File: config.mk
export PLATFORM = sky130hd
export DESIGN_NAME = mem_access_stage_flat
export DESIGN_NICKNAME = d
export VERILOG_FILES = /design/src/rtl/mem_access_stage_if.sv /design/src/rtl/mem_access_stage.sv /design/src/flat_wrapper.sv
export SDC_FILE = /design/constraint.sdc
export NUM_CORES = 1
export LEC_CHECK = 0
export CAP_MARGIN = 20
export CORE_MARGIN = 5
export CORE_UTILIZATION = 37
export DETAILED_ROUTE_END_ITERATION = 12
export GPL_ROUTABILITY_DRIVEN = 0
export GPL_TIMING_DRIVEN = 0
export PLACE_DENSITY_LB_ADDON = 0.15
export SETUP_SLACK_MARGIN = 0.1
export SLEW_MARGIN = 20
export SYNTH_ARGS = -nofsm -noshare
export SYNTH_HDL_FRONTEND = slang
export SYNTH_SLANG_ARGS = --single-unit
File: constraint.sdc
create_clock -name clk -period 1.5 [get_ports clk]
set_input_delay 0.225 -clock clk [delete_from_list [all_inputs] [get_ports clk]]
set_output_delay 0.225 -clock clk [all_outputs]
set_load 0.02 [all_outputs]
File: src/rtl/mem_access_stage_if.sv
// ============================================================================
// mem_access_stage_if : core-side request and bus-side signals of the MEM stage
// Rev 1.0
// ============================================================================
`default_nettype none

interface mem_access_stage_if;
  logic        MemRead;
  logic        MemWrite;
  logic [15:0] MemAddr;
  logic [15:0] MemWData;
  logic [15:0] MemRData;
  logic        Stall;
  logic        MemDone;
  logic        MemErr;
  logic [15:0] BusAddr;
  logic [15:0] BusWData;
  logic        BusRE;
  logic        BusWE;
  logic        BusReady;
  logic [15:0] BusRData;

  // The stage masters the bus on behalf of the core.
  modport master (
    input  MemRead, MemWrite, MemAddr, MemWData, BusReady, BusRData,
    output MemRData, Stall, MemDone, MemErr, BusAddr, BusWData, BusRE, BusWE
  );

  modport slave (
    output MemRead, MemWrite, MemAddr, MemWData, BusReady, BusRData,
    input  MemRData, Stall, MemDone, MemErr, BusAddr, BusWData, BusRE, BusWE
  );
endinterface

`default_nettype wire

File: src/rtl/mem_access_stage.sv
// ============================================================================
// mem_access_stage : pipeline MEM stage, one bus access per request, timeout abort
// Rev 1.0
// ============================================================================
`default_nettype none

module mem_access_stage #(
  parameter int TIMEOUT = 15
) (
  input  wire logic           clk,
  input  wire logic           rst_n,
  mem_access_stage_if.master  mem
);

  localparam int CW = ($clog2(TIMEOUT + 1) > 4) ? $clog2(TIMEOUT + 1) : 4;
  // Last WAIT cycle before abort: the increment here would make the count reach TIMEOUT.
  localparam logic [CW-1:0] C_LAST = CW'(TIMEOUT - 1);

  typedef enum logic [1:0] {
    IDLE = 2'd0,
    WAIT = 2'd1,
    DONE = 2'd2
  } state_t;

  state_t          r_state;
  state_t          w_state_nxt;
  logic            w_start;
  logic            w_conflict;
  logic            w_complete;
  logic            w_timeout;
  logic            w_stall;

  logic [CW-1:0]   r_wait_cnt;
  logic [15:0]     r_bus_addr;
  logic [15:0]     r_bus_wdata;
  logic            r_bus_re;
  logic            r_bus_we;
  logic [15:0]     r_mem_rdata;
  logic            r_mem_done;
  logic            r_mem_err;

  always_comb begin
    w_state_nxt = r_state;
    w_start     = 1'b0;
    w_conflict  = 1'b0;
    w_complete  = 1'b0;
    w_timeout   = 1'b0;
    w_stall     = 1'b0;
    case (r_state)
      IDLE: begin
        w_stall = mem.MemRead | mem.MemWrite;
        if (mem.MemRead ^ mem.MemWrite) begin
          w_start     = 1'b1;
          w_state_nxt = WAIT;
        end else if (mem.MemRead && mem.MemWrite) begin
          w_conflict  = 1'b1;
          w_state_nxt = DONE;
        end
      end
      WAIT: begin
        w_stall = 1'b1;
        // BusReady takes priority over an expiring timeout.
        if (mem.BusReady) begin
          w_complete  = 1'b1;
          w_state_nxt = DONE;
        end else if (r_wait_cnt == C_LAST) begin
          w_timeout   = 1'b1;
          w_state_nxt = DONE;
        end
      end
      DONE:    w_state_nxt = IDLE;
      default: w_state_nxt = IDLE;
    endcase
  end

  always_ff @(posedge clk) begin
    if (!rst_n) begin
      r_state <= IDLE;
    end else begin
      r_state <= w_state_nxt;
    end
  end

  always_ff @(posedge clk) begin
    if (!rst_n) begin
      r_wait_cnt  <= '0;
      r_bus_addr  <= '0;
      r_bus_wdata <= '0;
      r_bus_re    <= 1'b0;
      r_bus_we    <= 1'b0;
      r_mem_rdata <= '0;
      r_mem_done  <= 1'b0;
      r_mem_err   <= 1'b0;
    end else begin
      r_mem_done <= (w_state_nxt == DONE);
      if (w_start) begin
        r_bus_addr  <= mem.MemAddr;
        r_bus_wdata <= mem.MemWData;
        r_bus_re    <= mem.MemRead;
        r_bus_we    <= mem.MemWrite;
        r_wait_cnt  <= '0;
      end
      if (w_conflict) begin
        r_mem_err <= 1'b1;
      end
      // The held read strobe doubles as the latched access type.
      if (w_complete) begin
        r_bus_re <= 1'b0;
        r_bus_we <= 1'b0;
        if (r_bus_re) begin
          r_mem_rdata <= mem.BusRData;
        end
      end else if (w_timeout) begin
        r_bus_re  <= 1'b0;
        r_bus_we  <= 1'b0;
        r_mem_err <= 1'b1;
        if (r_bus_re) begin
          r_mem_rdata <= 16'hFFFF;
        end
      end else if (r_state == WAIT) begin
        r_wait_cnt <= r_wait_cnt + 1'b1;
      end
    end
  end

  assign mem.Stall    = rst_n & w_stall;
  assign mem.MemDone  = r_mem_done;
  assign mem.MemErr   = r_mem_err;
  assign mem.MemRData = r_mem_rdata;
  assign mem.BusAddr  = r_bus_addr;
  assign mem.BusWData = r_bus_wdata;
  assign mem.BusRE    = r_bus_re;
  assign mem.BusWE    = r_bus_we;

endmodule

`default_nettype wire

File: src/flat_wrapper.sv
// flat-port wrapper written by rule: the top's interface ports become plain ports
module mem_access_stage_flat 
#(
  parameter int TIMEOUT = 15
)
  (clk, rst_n, mem_MemRead, mem_MemWrite, mem_MemAddr, mem_MemWData, mem_BusReady, mem_BusRData, mem_MemRData, mem_Stall, mem_MemDone, mem_MemErr, mem_BusAddr, mem_BusWData, mem_BusRE, mem_BusWE);
  mem_access_stage_if mem_i ();
  input  wire logic clk;
  input  wire logic rst_n;
  input wire logic [$bits(mem_i.MemRead)-1:0] mem_MemRead;
  input wire logic [$bits(mem_i.MemWrite)-1:0] mem_MemWrite;
  input wire logic [$bits(mem_i.MemAddr)-1:0] mem_MemAddr;
  input wire logic [$bits(mem_i.MemWData)-1:0] mem_MemWData;
  input wire logic [$bits(mem_i.BusReady)-1:0] mem_BusReady;
  input wire logic [$bits(mem_i.BusRData)-1:0] mem_BusRData;
  output wire logic [$bits(mem_i.MemRData)-1:0] mem_MemRData;
  output wire logic [$bits(mem_i.Stall)-1:0] mem_Stall;
  output wire logic [$bits(mem_i.MemDone)-1:0] mem_MemDone;
  output wire logic [$bits(mem_i.MemErr)-1:0] mem_MemErr;
  output wire logic [$bits(mem_i.BusAddr)-1:0] mem_BusAddr;
  output wire logic [$bits(mem_i.BusWData)-1:0] mem_BusWData;
  output wire logic [$bits(mem_i.BusRE)-1:0] mem_BusRE;
  output wire logic [$bits(mem_i.BusWE)-1:0] mem_BusWE;
  assign mem_i.MemRead = mem_MemRead;
  assign mem_i.MemWrite = mem_MemWrite;
  assign mem_i.MemAddr = mem_MemAddr;
  assign mem_i.MemWData = mem_MemWData;
  assign mem_i.BusReady = mem_BusReady;
  assign mem_i.BusRData = mem_BusRData;
  assign mem_MemRData = mem_i.MemRData;
  assign mem_Stall = mem_i.Stall;
  assign mem_MemDone = mem_i.MemDone;
  assign mem_MemErr = mem_i.MemErr;
  assign mem_BusAddr = mem_i.BusAddr;
  assign mem_BusWData = mem_i.BusWData;
  assign mem_BusRE = mem_i.BusRE;
  assign mem_BusWE = mem_i.BusWE;
  mem_access_stage #(.TIMEOUT(TIMEOUT)) u_core (.clk(clk), .rst_n(rst_n), .mem(mem_i));
endmodule
==> results.toml <==
[global_routing]
grt_pass1_wl_um = 9763
antenna_found_initial = 0
grt_util_all_layers_pct = 15.77
grt-ovfl-total = 0
grt_pass1_vias = 2115
grt_max_degree = 11

[timing]
hold_viol_final = 0
worst_pin_slew_ns = 0.4250
setup_violations = 0
fin_crit_sh_pct = 93.50
finClkSkew_ns = 0.003677
maxSlewHeadroom_pct = 71.54
fin_tns_setup_ns = 0
report.final.slew_viol_count = 0
rsz0062_at_grt = "yes"
setup_ws_ns = 0.09743
min_period_ns = 1.403
clock.fmax_ghz = 0.7130

[pwr]
internal_power_w = 0.002946
powerDensity_mw_per_mm2 = 1036
clkPwrFrac_pct = 36.8
peakVddDrop_mv = 0.6246
p_seq_share_pct = 42.1
total_power_w = 0.004011
switching_share_pct = 26.55
p_switching_w = 0.001065
pwr-share-comb_pct = 21.1
leakage_nw = 1.719

[logic_synthesis]
synth_nets = 331
synth_adder_area_share_pct = 2.662
ys_ff_latch = 58
syn_area_mm2 = 0.002350
synthMuxAreaShare_pct = 1.278
synth_top_family_by_area = "simple AND/OR/NAND/NOR gates"
syn_avg_cell_area_um2 = 8.607
synth_xor_area_share_pct = 0
synth_compound_area_share_pct = 19.97
synth_ff_type = "dfxtp_1"
ys_async_sr_fraction_pct = 0
synth_simple_gate_area_share_pct = 21.25
synth_cell_types = 34
synthCells = 273
yosys_warnings = 0
synth_edf_count = 0
ys_seq_area_share_pct = 49.41

[clock_network]
cts_tree = "done"
ctsHtreeMaxLevel = 3
ctsRootBufferMaster = "clkbuf_8"
clk_path_buf_depth = 2
clk_pin_slew_ns = 0.06
numCtsBuffers = 9
clk_latency_ns = 0.33
cts-hold-fix-buffers = 0
cts.sinks = 58

[final_layout]
fillCellCount = 622
drive_gt1_share_pct = 18.61
utilization_pct = 61.67
areaGrowthSynthToFinish_pct = 64.75
nets = 457
stdcell_area_mm2 = 0.003871
diodes = 0

[drt]
route.met3.wl_um = 739
drt_pass1_iterations = 4
wl_per_cell_um = 13.70
viasPerCell = 4.796
totalWireLength_um = 6577
top_layer_used = "met4"
drtAntennaViolNets = 0
met2WireLength_um = 3075
drt_iter0_markers = 74
wl_met1_um = 2628
via_count = 2302
drc_errors = 0

[floorplan]
die_area_mm2 = 0.008044
fp.dieW_um = 89.69
die_height_um = 89.69
ios = 106
initial_core_util_pct = 37.43
rows = 29
core_mm2 = 0.006277

[setup_path]
worst_setup_path_start_kind = "flip-flop"
crit_fanout = 5
rrSetupSlack_ns = 0.1
critical_path_arrival_ns = 1.62
critPathKind = "flip-flop to flip-flop"
endpoint_kind = "flip-flop"
worstPathRequired_ns = 1.72

[placed_design]
dpl-instance-area_mm2 = 0.003502
pre_cts_ws_ns = -0.5825
dpl.hpwl_um = 4425
io_buffers = 104

[hold_path]
min_path_type = "input pin to flip-flop"

[job]
cap_violations = 0

[run_status]
status = "finished clean"
==> power groups by stage <==
stage	sequential [W]	clock (W)	combinational, W
floorplan	0.00183	0	0.000298
global placement	0.00172	0	0.000814
detailed placement	0.00172	0	0.000817
CTS	0.00169	0.00152	0.000793
global route	0.00170	0.00157	0.000923
finish	0.00169	0.00148	0.000845
==> flip-flops by register name (all words and copies together), names as in the netlist <==
register,flops
u_core.r_state,2
u_core.mem.BusWE,1
u_core.mem.MemDone,1
u_core.mem.BusAddr,16
u_core.mem.MemErr,1
u_core.mem.MemRData,16
u_core.mem.BusWData,16
u_core.r_wait_cnt,4
u_core.mem.BusRE,1
==> worst paths after layout <==
path,depth (start not counted),startpoint,to
worst max-delay path,6,u_core.r_state[0],u_core.r_wait_cnt[2]
worst min-delay path,3,mem_MemRead,u_core.mem.BusRE
worst min register to register,2,u_core.mem.BusAddr[6],u_core.mem.BusAddr[6]
worst max register to register,6,u_core.r_state[0],u_core.r_wait_cnt[2]
==> cell usage after synthesis (all sizes together), types with 3 or more instances <==
library cell | number | area share (%)
a21boi | 33 | 11
a21oi | 22 | 4.7
buf | 13 | 3.6
clkbuf | 6 | 1.0
dfxtp | 58 | 49
ha | 5 | 2.7
inv | 5 | 0.80
mux2i | 3 | 1.3
nand2 | 71 | 11
nand2b | 4 | 1.1
nand3 | 4 | 1.5
nor2 | 17 | 2.7
o21ai | 17 | 3.6
==> area by class of cell <==
cell class,count,area [µm²],area share [%]
Multi-Input combinational cell,191,1155,29.83
Clock inverter,2,35.03,0.9050
Sequential cell,58,1167,30.16
Inverter,5,21.27,0.5495
Buffer,19,140.1,3.620
Timing Repair Buffer,115,1087,28.09
Clock buffer,13,168.9,4.363
Tap cell,77,96.34,2.489
==> layer usage <==
layer  up-vias  track usage, %
met4         0           7.172
met5         -               0
met1      1047           18.17
met3        14           6.204
met2        80           25.73
li1       1161               -
==> placed cells by master (no fill, tap or decap), drive strengths merged, types with 2 or more instances in the layout <==
cell type / n
nand4b: 2
ha: 5
clkbuf: 21
nor3b: 2
o21ai: 17
a21oi: 22
buf: 24
nand2: 71
dfxtp: 58
inv: 5
clkdlybuf4s50: 49
mux2i: 3
a21boi: 33
nand3: 4
nand2b: 4
nor2: 17
dlygate4sd2: 52
==> critical path, cell delays in order (launching register included) <==
cell and delay, ns:
dfxtp_2 0.33, buf_6 0.13, or3b_4 0.42, buf_6 0.15, clkbuf_16 0.16, nand2_2 0.07, nor3_2 0.04
==> what timing repair did <==
item	in CTS	in global routing
buffers inserted	3	5
cloned	0	3
resized for setup	70	42
pin swaps	2	7
setup endpoints to repair	108	49
==> kinds of logic (layout without fill, tap and decap cells) <==
logic type,Yosys count,in the layout
AO/OA/AOI/OAI,75,75
AND/OR/NAND/NOR,108,108
multiplexers,3,3
adder cells (fa/ha/maj),5,5
buffers and inverters,24,154
flip-flops,58,58
==> per-stage QoR <==
| step | hold slack [ns] | cells |
|---|---|---|
| finish | 0.2051 | 480 |
| global placement | 0.4400 | 454 |
| floorplan | 0.3599 | 273 |
| global route | 0.2360 | 480 |
| CTS | 0.2480 | 472 |
| detailed placement | 0.4450 | 454 |
Power figures use the tool's default switching activity.
